[config.mk]
export PLATFORM = sky130hd
export DESIGN_NAME = sap_controller
export DESIGN_NICKNAME = d
export VERILOG_FILES = /design/src/rtl/sap_pkg.sv /design/src/rtl/sap_microcode.sv /design/src/rtl/sap_controller.sv
export SDC_FILE = /design/constraint.sdc
export NUM_CORES = 1
export LEC_CHECK = 0
export ABC_AREA = 1
export BUFFER_PORTS_ARGS = -buffer_cell sky130_fd_sc_hd__buf_4
export CORE_AREA = 2 2 39 41
export CTS_BUF_LIST = sky130_fd_sc_hd__clkbuf_8
export DETAILED_ROUTE_END_ITERATION = 7
export DIE_AREA = 0 0 41 43
export MAX_ROUTING_LAYER = met4
export PLACE_DENSITY = 0.79
export SLEW_MARGIN = 40
export SYNTH_ARGS = -nofsm -noshare
export SYNTH_HDL_FRONTEND = slang
export SYNTH_SLANG_ARGS = --single-unit
export TNS_END_PERCENT = 5
[constraint.sdc]
create_clock -name clk -period 2.67 [get_ports clk]
set_clock_uncertainty 0.2 [all_clocks]
set_input_delay 0 -clock clk [delete_from_list [all_inputs] [get_ports clk]]
set_output_delay 0 -clock clk [all_outputs]
set_load 0.1 [all_outputs]
[src/rtl/sap_pkg.sv]
// Shared definitions for the SAP-U controller: opcodes, microstep encoding and
// control-word bit positions.
package sap_pkg;

    localparam int unsigned OPCODE_W = 4;
    localparam int unsigned STEP_W   = 3;

    // Opcodes
    localparam logic [OPCODE_W-1:0] OpNop = 4'h0;
    localparam logic [OPCODE_W-1:0] OpLda = 4'h1;
    localparam logic [OPCODE_W-1:0] OpAdd = 4'h2;
    localparam logic [OPCODE_W-1:0] OpSub = 4'h3;
    localparam logic [OPCODE_W-1:0] OpSta = 4'h4;
    localparam logic [OPCODE_W-1:0] OpLdi = 4'h5;
    localparam logic [OPCODE_W-1:0] OpJmp = 4'h6;
    localparam logic [OPCODE_W-1:0] OpOut = 4'hE;
    localparam logic [OPCODE_W-1:0] OpHlt = 4'hF;

    // Microstep encoding doubles as the debug tstate value
    typedef enum logic [STEP_W-1:0] {
        StT0   = 3'd0,
        StT1   = 3'd1,
        StT2   = 3'd2,
        StT3   = 3'd3,
        StT4   = 3'd4,
        StHalt = 3'd5
    } step_e;

    // Control-word bit indices
    localparam int unsigned CwPcEnable    = 0;
    localparam int unsigned CwPcInc       = 1;
    localparam int unsigned CwPcLoad      = 2;
    localparam int unsigned CwMarLoad     = 3;
    localparam int unsigned CwRamEnable   = 4;
    localparam int unsigned CwRamLoad     = 5;
    localparam int unsigned CwIrLoad      = 6;
    localparam int unsigned CwIrEnable    = 7;
    localparam int unsigned CwRegALoad    = 8;
    localparam int unsigned CwRegAEnable  = 9;
    localparam int unsigned CwRegBLoad    = 10;
    localparam int unsigned CwRegBEnable  = 11;
    localparam int unsigned CwAluEnable   = 12;
    localparam int unsigned CwAluSubtract = 13;
    localparam int unsigned CwOutLoad     = 14;
    localparam int unsigned CwWidth       = 15;

    typedef logic [CwWidth-1:0] ctrl_word_t;

endpackage

[src/rtl/sap_microcode.sv]
// Combinational microcode ROM: (microstep, opcode) -> control word plus sequencing flags.
module sap_microcode
    import sap_pkg::*;
(
    input  step_e                 state_i,
    input  logic [OPCODE_W-1:0]   opcode_i,
    output ctrl_word_t            cw_o,
    output logic                  last_step_o,
    output logic                  to_halt_o
);

    // Decode the control word for the current microstep
    always_comb begin
        cw_o        = '0;
        last_step_o = 1'b0;
        to_halt_o   = 1'b0;
        unique case (state_i)
            StT0: begin
                cw_o[CwPcEnable] = 1'b1;
                cw_o[CwMarLoad]  = 1'b1;
            end
            StT1: begin
                cw_o[CwRamEnable] = 1'b1;
                cw_o[CwIrLoad]    = 1'b1;
                cw_o[CwPcInc]     = 1'b1;
            end
            StT2: begin
                case (opcode_i)
                    OpLda, OpAdd, OpSub, OpSta: begin
                        cw_o[CwIrEnable] = 1'b1;
                        cw_o[CwMarLoad]  = 1'b1;
                    end
                    OpLdi: begin
                        cw_o[CwIrEnable] = 1'b1;
                        cw_o[CwRegALoad] = 1'b1;
                        last_step_o      = 1'b1;
                    end
                    OpJmp: begin
                        cw_o[CwIrEnable] = 1'b1;
                        cw_o[CwPcLoad]   = 1'b1;
                        last_step_o      = 1'b1;
                    end
                    OpOut: begin
                        cw_o[CwRegAEnable] = 1'b1;
                        cw_o[CwOutLoad]    = 1'b1;
                        last_step_o        = 1'b1;
                    end
                    OpHlt:   to_halt_o   = 1'b1;
                    default: last_step_o = 1'b1;  // NOP and undecoded opcodes
                endcase
            end
            StT3: begin
                case (opcode_i)
                    OpLda: begin
                        cw_o[CwRamEnable] = 1'b1;
                        cw_o[CwRegALoad]  = 1'b1;
                        last_step_o       = 1'b1;
                    end
                    OpAdd, OpSub: begin
                        cw_o[CwRamEnable] = 1'b1;
                        cw_o[CwRegBLoad]  = 1'b1;
                    end
                    OpSta: begin
                        cw_o[CwRegAEnable] = 1'b1;
                        cw_o[CwRamLoad]    = 1'b1;
                        last_step_o        = 1'b1;
                    end
                    // Only reachable if the opcode changed after T2; recover to fetch
                    default: last_step_o = 1'b1;
                endcase
            end
            StT4: begin
                case (opcode_i)
                    OpAdd, OpSub: begin
                        cw_o[CwAluEnable]   = 1'b1;
                        cw_o[CwRegALoad]    = 1'b1;
                        cw_o[CwAluSubtract] = (opcode_i == OpSub);
                        last_step_o         = 1'b1;
                    end
                    default: last_step_o = 1'b1;
                endcase
            end
            StHalt: begin
                cw_o = '0;
            end
            default: last_step_o = 1'b1;  // illegal encodings fall back to fetch
        endcase
    end

endmodule

[src/rtl/sap_controller.sv]
// SAP-U control sequencer: microstep register, free-run/single-step gating and
// strobe outputs.
module sap_controller
    import sap_pkg::*;
(
    input  logic                clk,
    input  logic                reset,
    input  logic [OPCODE_W-1:0] opcode,
    input  logic                step_mode,
    input  logic                step,
    output logic                pc_enable,
    output logic                pc_inc,
    output logic                pc_load,
    output logic                mar_load,
    output logic                ram_enable,
    output logic                ram_load,
    output logic                ir_load,
    output logic                ir_enable,
    output logic                reg_a_load,
    output logic                reg_a_enable,
    output logic                reg_b_load,
    output logic                reg_b_enable,
    output logic                alu_enable,
    output logic                alu_subtract,
    output logic                out_load,
    output logic                halted,
    output logic [STEP_W-1:0]   tstate
);

    step_e      state_q, state_d;
    ctrl_word_t cw_raw;
    ctrl_word_t cw;
    logic       last_step;
    logic       to_halt;
    logic       advance;

    sap_microcode u_microcode (
        .state_i     (state_q),
        .opcode_i    (opcode),
        .cw_o        (cw_raw),
        .last_step_o (last_step),
        .to_halt_o   (to_halt)
    );

    assign advance = step_mode ? step : 1'b1;

    // Next microstep: hold unless advancing; HALT is sticky until reset
    always_comb begin
        state_d = state_q;
        if (state_q == StHalt) begin
            state_d = StHalt;
        end else if (advance) begin
            if (to_halt) begin
                state_d = StHalt;
            end else if (last_step) begin
                state_d = StT0;
            end else begin
                unique case (state_q)
                    StT0:    state_d = StT1;
                    StT1:    state_d = StT2;
                    StT2:    state_d = StT3;
                    StT3:    state_d = StT4;
                    default: state_d = StT0;
                endcase
            end
        end
    end

    // Microstep register
    always_ff @(posedge clk or negedge reset) begin
        if (!reset) begin
            state_q <= StT0;
        end else begin
            state_q <= state_d;
        end
    end

    // Strobes fire only on advancing cycles; reset masks them without waiting for a clock
    always_comb begin
        cw = '0;
        if (advance && reset) begin
            cw = cw_raw;
        end
    end

    assign pc_enable    = cw[CwPcEnable];
    assign pc_inc       = cw[CwPcInc];
    assign pc_load      = cw[CwPcLoad];
    assign mar_load     = cw[CwMarLoad];
    assign ram_enable   = cw[CwRamEnable];
    assign ram_load     = cw[CwRamLoad];
    assign ir_load      = cw[CwIrLoad];
    assign ir_enable    = cw[CwIrEnable];
    assign reg_a_load   = cw[CwRegALoad];
    assign reg_a_enable = cw[CwRegAEnable];
    assign reg_b_load   = cw[CwRegBLoad];
    assign reg_b_enable = cw[CwRegBEnable];
    assign alu_enable   = cw[CwAluEnable];
    assign alu_subtract = cw[CwAluSubtract];
    assign out_load     = cw[CwOutLoad];

    assign halted = (state_q == StHalt);
    assign tstate = state_q;

endmodule

==> results_dict.tcl, run 1 <==
set metrics [dict create \
    totalPowerFinal_uw 218 \
    placementRows 14 \
    end_kind "primary output" \
    clockBufferDepth 2 \
    grt_max_degree 12 \
    worst_hold_slack_ns 0.0446 \
    coreArea_mm2 0.00138 \
    port_buffers 25 \
    crit_fanout 4 \
    gp_congestion 0.843 \
    die_w_um 41 \
    io-pin-count 27 \
    grt_overflow 0 \
    avgSynthCellArea_um2 5.48 \
    grt_usage_pct 18.2 \
    syn-num-nets 101 \
    antenna_left 0 \
    cts_buffers 3 \
    hold_end "tstate[2]$_DFFE_PN0P_" \
    powerDensity_mw_per_mm2 280 \
    antenna_found_initial 0 \
    fin_crit_ns 1.84 \
    drt_iter0_drc 11 \
    start_util_pct 36.8 \
    yosys_register_bits 3 \
    cts-htree-levels 1 \
    ys_seq_area_share_pct 14.7 \
    r2r-end "tstate[0]$_DFFE_PN0P_" \
    peakVddDrop_v 0.000157 \
    dpl_cell_area_um2 693 \
    layout_common_cells "buf_4, nand2_1, inv_1, nor2_1, nor2_2" \
    worst-endpoint-arrival_ns 1.64 \
    critical_path.startpoint "reset" \
    fp.dieH_um 43 \
    grt_pass1_vias 566 \
    grt_pass1_wl_mm 2.23 \
    dieArea_mm2 0.00176 \
    yosys.area.top_type "nand2_1" \
    vias 655 \
    start_kind "primary input" \
    rsz0062_at_grt "false" \
    highest_layer "met3" \
    met3WireLength_um 67 \
    status "finished, final reports clean" \
    yosysWarningCount 0 \
    worstSetupPathType "in2out" \
    nNetsFinal 131 \
    cts_setup_buffers 0 \
    layout_commonest_cell "buf_4" \
    synth_cell_types 20 \
    drt_wl_total_mm 1.35 \
    rr_startpoint "tstate[1]$_DFFE_PN0P_" \
    reg2regPathDepth 7 \
    drc_errors 0 \
    synthTopCellsByArea "nand2_1, dfrtp_1, nor2_1, inv_1, nor2_2" \
    synth_area_um2 509 \
    path_clk_slew_ns 0.03 \
    hold_viol 0 \
    hp-class "in2reg" \
    ff2ff_setup_slack_ns 1.21 \
    cts_root_buffer "clkbuf_8" \
    final_layout_size_suffix_gt1_share_pct 39.3 \
    wl_met1_um 599 \
    cts_tree "built" \
    dpl.hpwl_mm 1.05 \
    slew_viol_final 0 \
    clock-sinks 3 \
    n_antenna_cell 0 \
    fin_crit_sh_pct 68.8 \
    met2_length_um 678 \
    worst_ep_required_time_ns 2.47 \
    design_area_um2 778 \
    clk_latency_ns 0.22 \
    largest_register_ffs 3 \
    syn_inst 93 \
    p_leak_uw 0.000403 \
    netlist.area_leader.share_pct 15.5 \
    min_from "step_mode" \
    setup_violations 0 \
    wl_per_cell_um 9.75 \
    firstDrtPassIters 4 \
    drv_cap 0 \
    whs_path_depth 5 \
    area.growth.synth_to_final_pct 52.8 \
    timing.fmax_ghz 0.545 \
    viasPerCell 4.75 \
]
-- per-stage QoR --
stage / std cells / setup slack (ns) / setup TNS [ns] / utilization [%]
final: 138 / 0.834 / 0 / 56.2
after global routing: 138 / 0.719 / 0 / 56.2
after CTS: 138 / 0.846 / 0 / 56.2
after detailed placement: 130 / 1.11 / 0 / 50.1
after global placement: 130 / 1.15 / 0 / 50.1
after floorplan: 93 / -0.661 / -2.32 / -
-- cell type report --
type / count / area (µm²)
Timing Repair Buffer: 29 / 228
Tap cell: 16 / 20.0
Clock inverter: 1 / 3.75
Fill cell: 135 / 606
Multi-Input combinational cell: 70 / 350
Clock buffer: 3 / 41.3
Sequential cell: 3 / 75.1
Inverter: 16 / 60.1
-- worst max-delay path by stage --
| stage | to | slack (ns) | cells past startpoint |
|---|---|---|---|
| after floorplan | pc_inc | -0.66 | 6 |
| after global placement | reg_a_load | 1.15 | 6 |
| after detailed placement | reg_a_load | 1.11 | 7 |
| after CTS | ir_enable | 0.85 | 9 |
| after global routing | reg_a_load | 0.72 | 7 |
| final | ir_enable | 0.83 | 9 |
-- critical path: stages --
cell	delay, ns
dlygate4sd3_1	0.53
buf_4	0.11
inv_1	0.04
nor2_2	0.19
nand2_2	0.11
nor2_1	0.12
nand2_1	0.09
a21oi_1	0.14
buf_4	0.30
-- power breakdown --
part / switching [µW] / internal, µW / total, µW
sequential: 0 / 45.8 / 45.8
clock: 32.7 / 98.1 / 131
combinational: 25.8 / 15.5 / 41.4
-- metal layers --
layer  track usage [%]  vias up
met4              9.33        0
met5                 -        -
met1              22.0      292
met3              2.09        0
li1                  -      343
met2              28.1       20
-- Yosys cell counts --
cell type and number:
dfrtp_1 3, a21oi_2 1, nand2_1 21, nand4_1 2, nor3_2 1, inv_2 3
conb_1 1, inv_1 13, o21ai_0 3, nor2_2 7, buf_6 1, buf_4 3
o22ai_1 1, nor2_1 14, nor3_1 5, nand3_1 5, o21ai_1 2, a21oi_1 1
nor3b_2 1, nand2_2 5
-- cell families (layout without fill, tap and decap cells) --
logic type | Yosys count | in the layout | share of synthesized area [%]
AND/OR/NAND/NOR | 61 | 61 | 57.2
buffers and inverters | 20 | 49 | 18.4
AO/OA/AOI/OAI | 8 | 8 | 8.84
flip-flops | 3 | 3 | 14.7
other | 1 | 1 | 0.736
-- timing repair --
| action | CTS | global route |
|---|---|---|
| hold buffers | 4 | 0 |
| hold endpoints to repair | 6 | 0 |
| gates resized for setup | 0 | 0 |
No activity file was read; power rests on OpenSTA's default activity.
==> run 2: changes to the inputs <==
==> constraint.sdc (replaced) <==
create_clock -name clk -period 1.7 [get_ports clk]
set_clock_uncertainty 0.2 [all_clocks]
set_input_delay 0 -clock clk [delete_from_list [all_inputs] [get_ports clk]]
set_output_delay 0 -clock clk [all_outputs]
set_load 0.1 [all_outputs]
==> run 2 against run 1 <==
  * The flow now finishes with violations (setup timing)
  * Final cell count up 5.8%
  * Count of clock-buffer cells in the layout unchanged
  * Total power up 61%
  * Setup slack worse by 0.87 ns
  * Sequential power up 57%
  * Non-clock buffer count up 8
  * Critical path type is now reg2out
==> results_dict.tcl, run 2 (synthesis gave the netlist of run 1 again) <==
set metrics [dict create \
    tns_ns -0.0889 \
    dpl_cell_area_um2 787 \
    drt_wl_total_mm 1.89 \
    grt_overflow 0 \
    setup_ws_ns -0.0334 \
    layout_common_cells "nand2_1, buf_4, inv_1, nor2_2" \
    fillers 100 \
    worst-endpoint-arrival_ns 1.53 \
    timing.fmax_ghz 0.577 \
    totalPowerFinal_uw 350 \
    worstSetupPathType "reg2out" \
    gp_congestion 0.907 \
    status "complete, but fails checks" \
    start_util_pct 36.8 \
    grt_pass1_vias 657 \
    drc_errors 0 \
    final_cells 146 \
    min_from "opcode[0]" \
    cts_buffers 3 \
    dp_cells 131 \
    grt_max_degree 12 \
    hold_viol 0 \
    die_w_um 41 \
    port_buffers 25 \
    firstDrtPassIters 4 \
    dpl.hpwl_mm 1.15 \
    design_area_mm2 0.00111 \
    violations "setup timing" \
    drt_iter0_drc 23 \
    dieArea_mm2 0.00176 \
    drv_cap 0 \
    antenna_found_initial 0 \
    critical_path.startpoint "tstate[0]$_DFFE_PN0P_" \
    cts_root_buffer "clkbuf_8" \
    wl_per_cell_um 12.9 \
    peakVddDrop_v 0.000169 \
    coreArea_mm2 0.00138 \
    clock-sinks 3 \
    grt_pass1_wl_mm 2.73 \
    antenna_left 0 \
    p_leak_uw 0.000496 \
    largest_register_ffs 3 \
    end_kind "primary output" \
    worst_hold_slack_ns 0.128 \
    n_antenna_cell 0 \
    path_clk_slew_ns 0.03 \
    hp-class "in2reg" \
    nNetsFinal 139 \
    setup_violations 5 \
    viasPerCell 5.05 \
    placementRows 14 \
    worst_ep_required_time_ns 1.50 \
    io-pin-count 27 \
    grt_usage_pct 23.2 \
    fin_crit_sh_pct 102 \
    rsz0062_at_grt "true" \
    clockBufferDepth 2 \
    final_layout_size_suffix_gt1_share_pct 59.2 \
    start_kind "flip-flop" \
    fp.dieH_um 43 \
    crit_fanout 7 \
    slew_viol_final 0 \
    powerDensity_mw_per_mm2 315 \
    clk_latency_ns 0.22 \
    vias 737 \
    area.growth.synth_to_final_pct 118 \
    fin_crit_ns 1.73 \
    cts-htree-levels 1 \
    cts_tree "built" \
    rr_startpoint "tstate[0]$_DFFE_PN0P_" \
]
-- run 2: cell count changes in the layout (fill, tap and decap cells not counted), sizes merged --
cell / delta
dlygate4sd3: -1
buf: +9
-- run 2: final cells by class --
class / count / area [µm²] / share of cell area (%)
clock inverters: 1 / 3.75 / 0.337
well taps: 16 / 20.0 / 1.80
clock buffers: 3 / 41.3 / 3.71
repair buffers: 37 / 427 / 38.4
flip-flops and latches: 3 / 86.3 / 7.76
multi-input cells: 70 / 472 / 42.4
inverters: 16 / 62.6 / 5.62
-- run 2: routing by layer --
metal | GRT usage [%] | up-vias | routed length [µm]
met2 | 37.8 | 25 | 1040
met1 | 26.1 | 348 | 708
met5 | - | - | 0
met3 | 2.09 | 5 | 94
li1 | - | 359 | -
met4 | 12.7 | 0 | 45
-- run 2: worst paths after layout --
path | end | slack [ns] | cells after the start
worst min-delay path | tstate[1]$_DFFE_PN0P_ | 0.13 | 6
worst max-delay path | reg_a_enable | -0.03 | 6
worst max register to register | tstate[2]$_DFFE_PN0P_ | 0.13 | 7
max in group asynchronous | tstate[1]$_DFFE_PN0P_ | 0.64 | 3
min in group asynchronous | tstate[2]$_DFFE_PN0P_ | 0.49 | 3
worst min register to register | tstate[1]$_DFFE_PN0P_ | 0.45 | 2
-- run 2: worst max-delay path: stages (launching register included) --
cell	delay, ns
dfrtp_4	0.53
nor2_4	0.15
nand2_2	0.08
inv_2	0.08
nand2_2	0.09
o22ai_4	0.18
buf_12	0.20
-- run 2: timing repair --
item | in CTS | in global routing
resized for setup | 24 | 25
pin swaps | 2 | 5
hold buffers | 3 | 0
gates cloned | 0 | 0
endpoints found under the hold margin | 6 | 0
endpoints found under the setup margin | 10 | 12
setup buffers | 3 | 5
-- run 2: power breakdown --
group	switching, µW	internal, µW
logic	49.5	23.4
clock network	51.1	154
registers	0	71.9
total	101	249
-- run 2: through the flow --
| stage | setup slack [ns] | util (%) |
|---|---|---|
| floorplan | -0.444 | - |
| global placement | 0.104 | 56.9 |
| detailed placement | 0.0937 | 56.9 |
| CTS | -0.0165 | 71.1 |
| global route | -0.0900 | 80.4 |
| finish | -0.0334 | 80.4 |
==> run 3: changes to the inputs <==
--- a/config.mk
+++ b/config.mk
@@ -6,13 +6,13 @@
 export NUM_CORES = 1
 export LEC_CHECK = 0
 export ABC_AREA = 1
-export BUFFER_PORTS_ARGS = -buffer_cell sky130_fd_sc_hd__buf_4
 export CORE_AREA = 2 2 39 41
 export CTS_BUF_LIST = sky130_fd_sc_hd__clkbuf_8
 export DETAILED_ROUTE_END_ITERATION = 7
 export DIE_AREA = 0 0 41 43
+export DONT_BUFFER_PORTS = 1
 export MAX_ROUTING_LAYER = met4
-export PLACE_DENSITY = 0.79
+export PLACE_DENSITY = 0.61
 export SLEW_MARGIN = 40
 export SYNTH_ARGS = -nofsm -noshare
 export SYNTH_HDL_FRONTEND = slang
==> run 3 against run 2 <==
  * Wire length decreased by 9.1%
  * First-iteration DRC count decreased by 30%
  * Setup slack improved by 0.0099 ns
  * Sequential share of layout area increased by 0.26 points
  * Critical path type unchanged
  * Final cell count decreased by 6.2%
  * Count of clock-buffer cells in the layout unchanged
  * Worst hold slack got worse by 0.097 ns
  * Register-to-register slack about the same
  * Maximum frequency increased by 0.57%
  * Global-route usage decreased by 2.6 points
  * Clock power increased by 5%
  * The flow still finishes with violations (setup timing)
  * Die area unchanged
  * Highest routed layer unchanged
==> results_dict.tcl, run 3 (synthesis gave the netlist of run 1 again) <==
set metrics [dict create \
    status "complete, but fails checks" \
    violations "setup timing" \
    fin_crit_sh_pct 101 \
    clock-sinks 3 \
    largest_register_ffs 3 \
    grt_usage_pct 20.6 \
    cts-htree-levels 1 \
    r2r-end "tstate[2]$_DFFE_PN0P_" \
    crit_path_max_incr_delay_ns 0.52 \
    io-pin-count 27 \
    peakVddDrop_v 0.000186 \
    crit_family "flip-flops" \
    hp-class "in2reg" \
    layout_commonest_cell "nand2_1" \
    timing.fmax_ghz 0.580 \
    worst_ep_required_time_ns 1.50 \
    placementRows 14 \
    vias 691 \
    setup_violations 2 \
    dpl_cell_area_um2 895 \
    p_leak_uw 0.000464 \
    drv_cap 0 \
    crit_fanout 8 \
    start_util_pct 36.8 \
    cts_tree "built" \
    antenna_found_initial 0 \
    critical_path.startpoint "tstate[1]$_DFFE_PN0P_" \
    worstSetupPathType "reg2out" \
    port_buffers 0 \
    tns_ns -0.0361 \
    powerDensity_mw_per_mm2 319 \
    drt_wl_total_mm 1.72 \
    viasPerCell 5.04 \
    path_clk_slew_ns 0.03 \
    layout_common_cells "nand2_1, buf_12, inv_1, buf_4, nor2_2" \
    fillers 92 \
    rr_startpoint "tstate[1]$_DFFE_PN0P_" \
    grt_pass1_wl_mm 2.51 \
    cp_cell_sequence "nor3_4 -> nand3_2 -> buf_4 -> nor2_4 -> buf_12" \
    rsz0062_at_grt "true" \
    design_area_mm2 0.00108 \
    place_ws_ns 0.172 \
    end_kind "primary output" \
    hold_viol 0 \
    grt_max_degree 12 \
    cp.depth 5 \
    drc_errors 0 \
    fin_crit_ns 1.72 \
    clockBufferDepth 2 \
    die_w_um 41 \
    wl_per_cell_um 12.5 \
    start_kind "flip-flop" \
    grt_pass1_vias 623 \
    cts_buffers 3 \
    crit_end "alu_enable" \
    area.growth.synth_to_final_pct 111 \
    worst-endpoint-arrival_ns 1.52 \
    cts_root_buffer "clkbuf_8" \
    reg2regPathDepth 7 \
    dpl.hpwl_mm 1.13 \
    nNetsFinal 130 \
    setup_ws_ns -0.0235 \
    clk_latency_ns 0.22 \
    coreArea_mm2 0.00138 \
    gp_congestion 0.893 \
    slew_viol_final 0 \
    fp.dieH_um 43 \
    final_layout_size_suffix_gt1_share_pct 53.7 \
    totalPowerFinal_uw 343 \
    antenna_left 0 \
    n_antenna_cell 0 \
    path_buf_inv 2 \
    firstDrtPassIters 4 \
    slowest_stage "dfrtp_4" \
    drt_iter0_drc 16 \
    grt_overflow 0 \
    ff2ff_setup_slack_ns 0.13 \
    dieArea_mm2 0.00176 \
]
run 3: cell types whose count changed in the layout (fill, tap and decap cells not counted):
cell           delta
buf_4             -8
nand2_4           +1
inv_1             +1
nand3_4           -1
dlygate4sd3_1     +1
buf_6             -5
inv_4             -1
inv_2             -1
buf_8             -3
inv_6             +1
buf_12            +6
nand3_1           +1
nand2_2           -1
run 3: repair_timing:
| action | 4_1_cts | 5_1_grt |
|---|---|---|
| endpoints found under the hold margin | 6 | 0 |
| pin swaps | 1 | 5 |
| setup buffers | 1 | 6 |
| hold buffers | 4 | 0 |
| gates resized for setup | 2 | 11 |
| endpoints found under the setup margin | 5 | 10 |
run 3: per-layer routing:
metal	wire (µm)	GRT usage, %	up-vias	share of wire, %
li1	-	-	344	-
met2	855	25.9	31	50
met3	96	1.57	6	5.6
met4	51	12.7	0	3.0
met1	713	30.6	310	42
met5	0	-	-	0
run 3: worst min path at each step:
| stage | start | slack, ns | end | cells after the start |
|---|---|---|---|---|
| 6_report | opcode[0] | 0.03 | tstate[1]$_DFFE_PN0P_ | 5 |
| 5_1_grt | opcode[0] | 0.04 | tstate[1]$_DFFE_PN0P_ | 5 |
| 4_1_cts | opcode[3] | 0.005 | tstate[1]$_DFFE_PN0P_ | 5 |
| 3_5_place_dp | reset | -0.50 | tstate[1]$_DFFE_PN0P_ | 0 |
| 3_3_place_gp | reset | -0.50 | tstate[1]$_DFFE_PN0P_ | 0 |
| 2_1_floorplan | reset | -0.50 | tstate[0]$_DFFE_PN0P_ | 0 |
run 3: power breakdown:
part | switching [µW] | internal (µW)
logic | 39.9 | 15.0
registers | 0 | 71.8
clock network | 61.3 | 155
total | 101 | 242
run 3: final cells by class:
class                           count  area, µm²  area share [%]
Inverter                           16       65.1            6.05
Clock buffer                        3       41.3            3.84
Tap cell                           16       20.0            1.86
Multi-Input combinational cell     70        464            43.1
Sequential cell                     3       86.3            8.02
Timing Repair Buffer               28        395            36.7
Clock inverter                      1       3.75           0.349
run 3: through the flow:
stage          utilization (%)  hold WS (ns)  instances
2_1_floorplan                -        -0.496         93
3_3_place_gp              64.6        -0.495        122
3_5_place_dp              64.6        -0.495        122
4_1_cts                   71.7       0.00481        131
5_1_grt                   77.8        0.0432        137
6_report                  77.8        0.0311        137
run 3: worst reg2reg max path, stage by stage (launching register included):
cell and delay, ns:
dfrtp_4 0.52, buf_4 0.16, nand2_2 0.09, inv_2 0.06, nand2_1 0.10, nand2_1 0.09
o21ai_1 0.11, o21ai_0 0.11
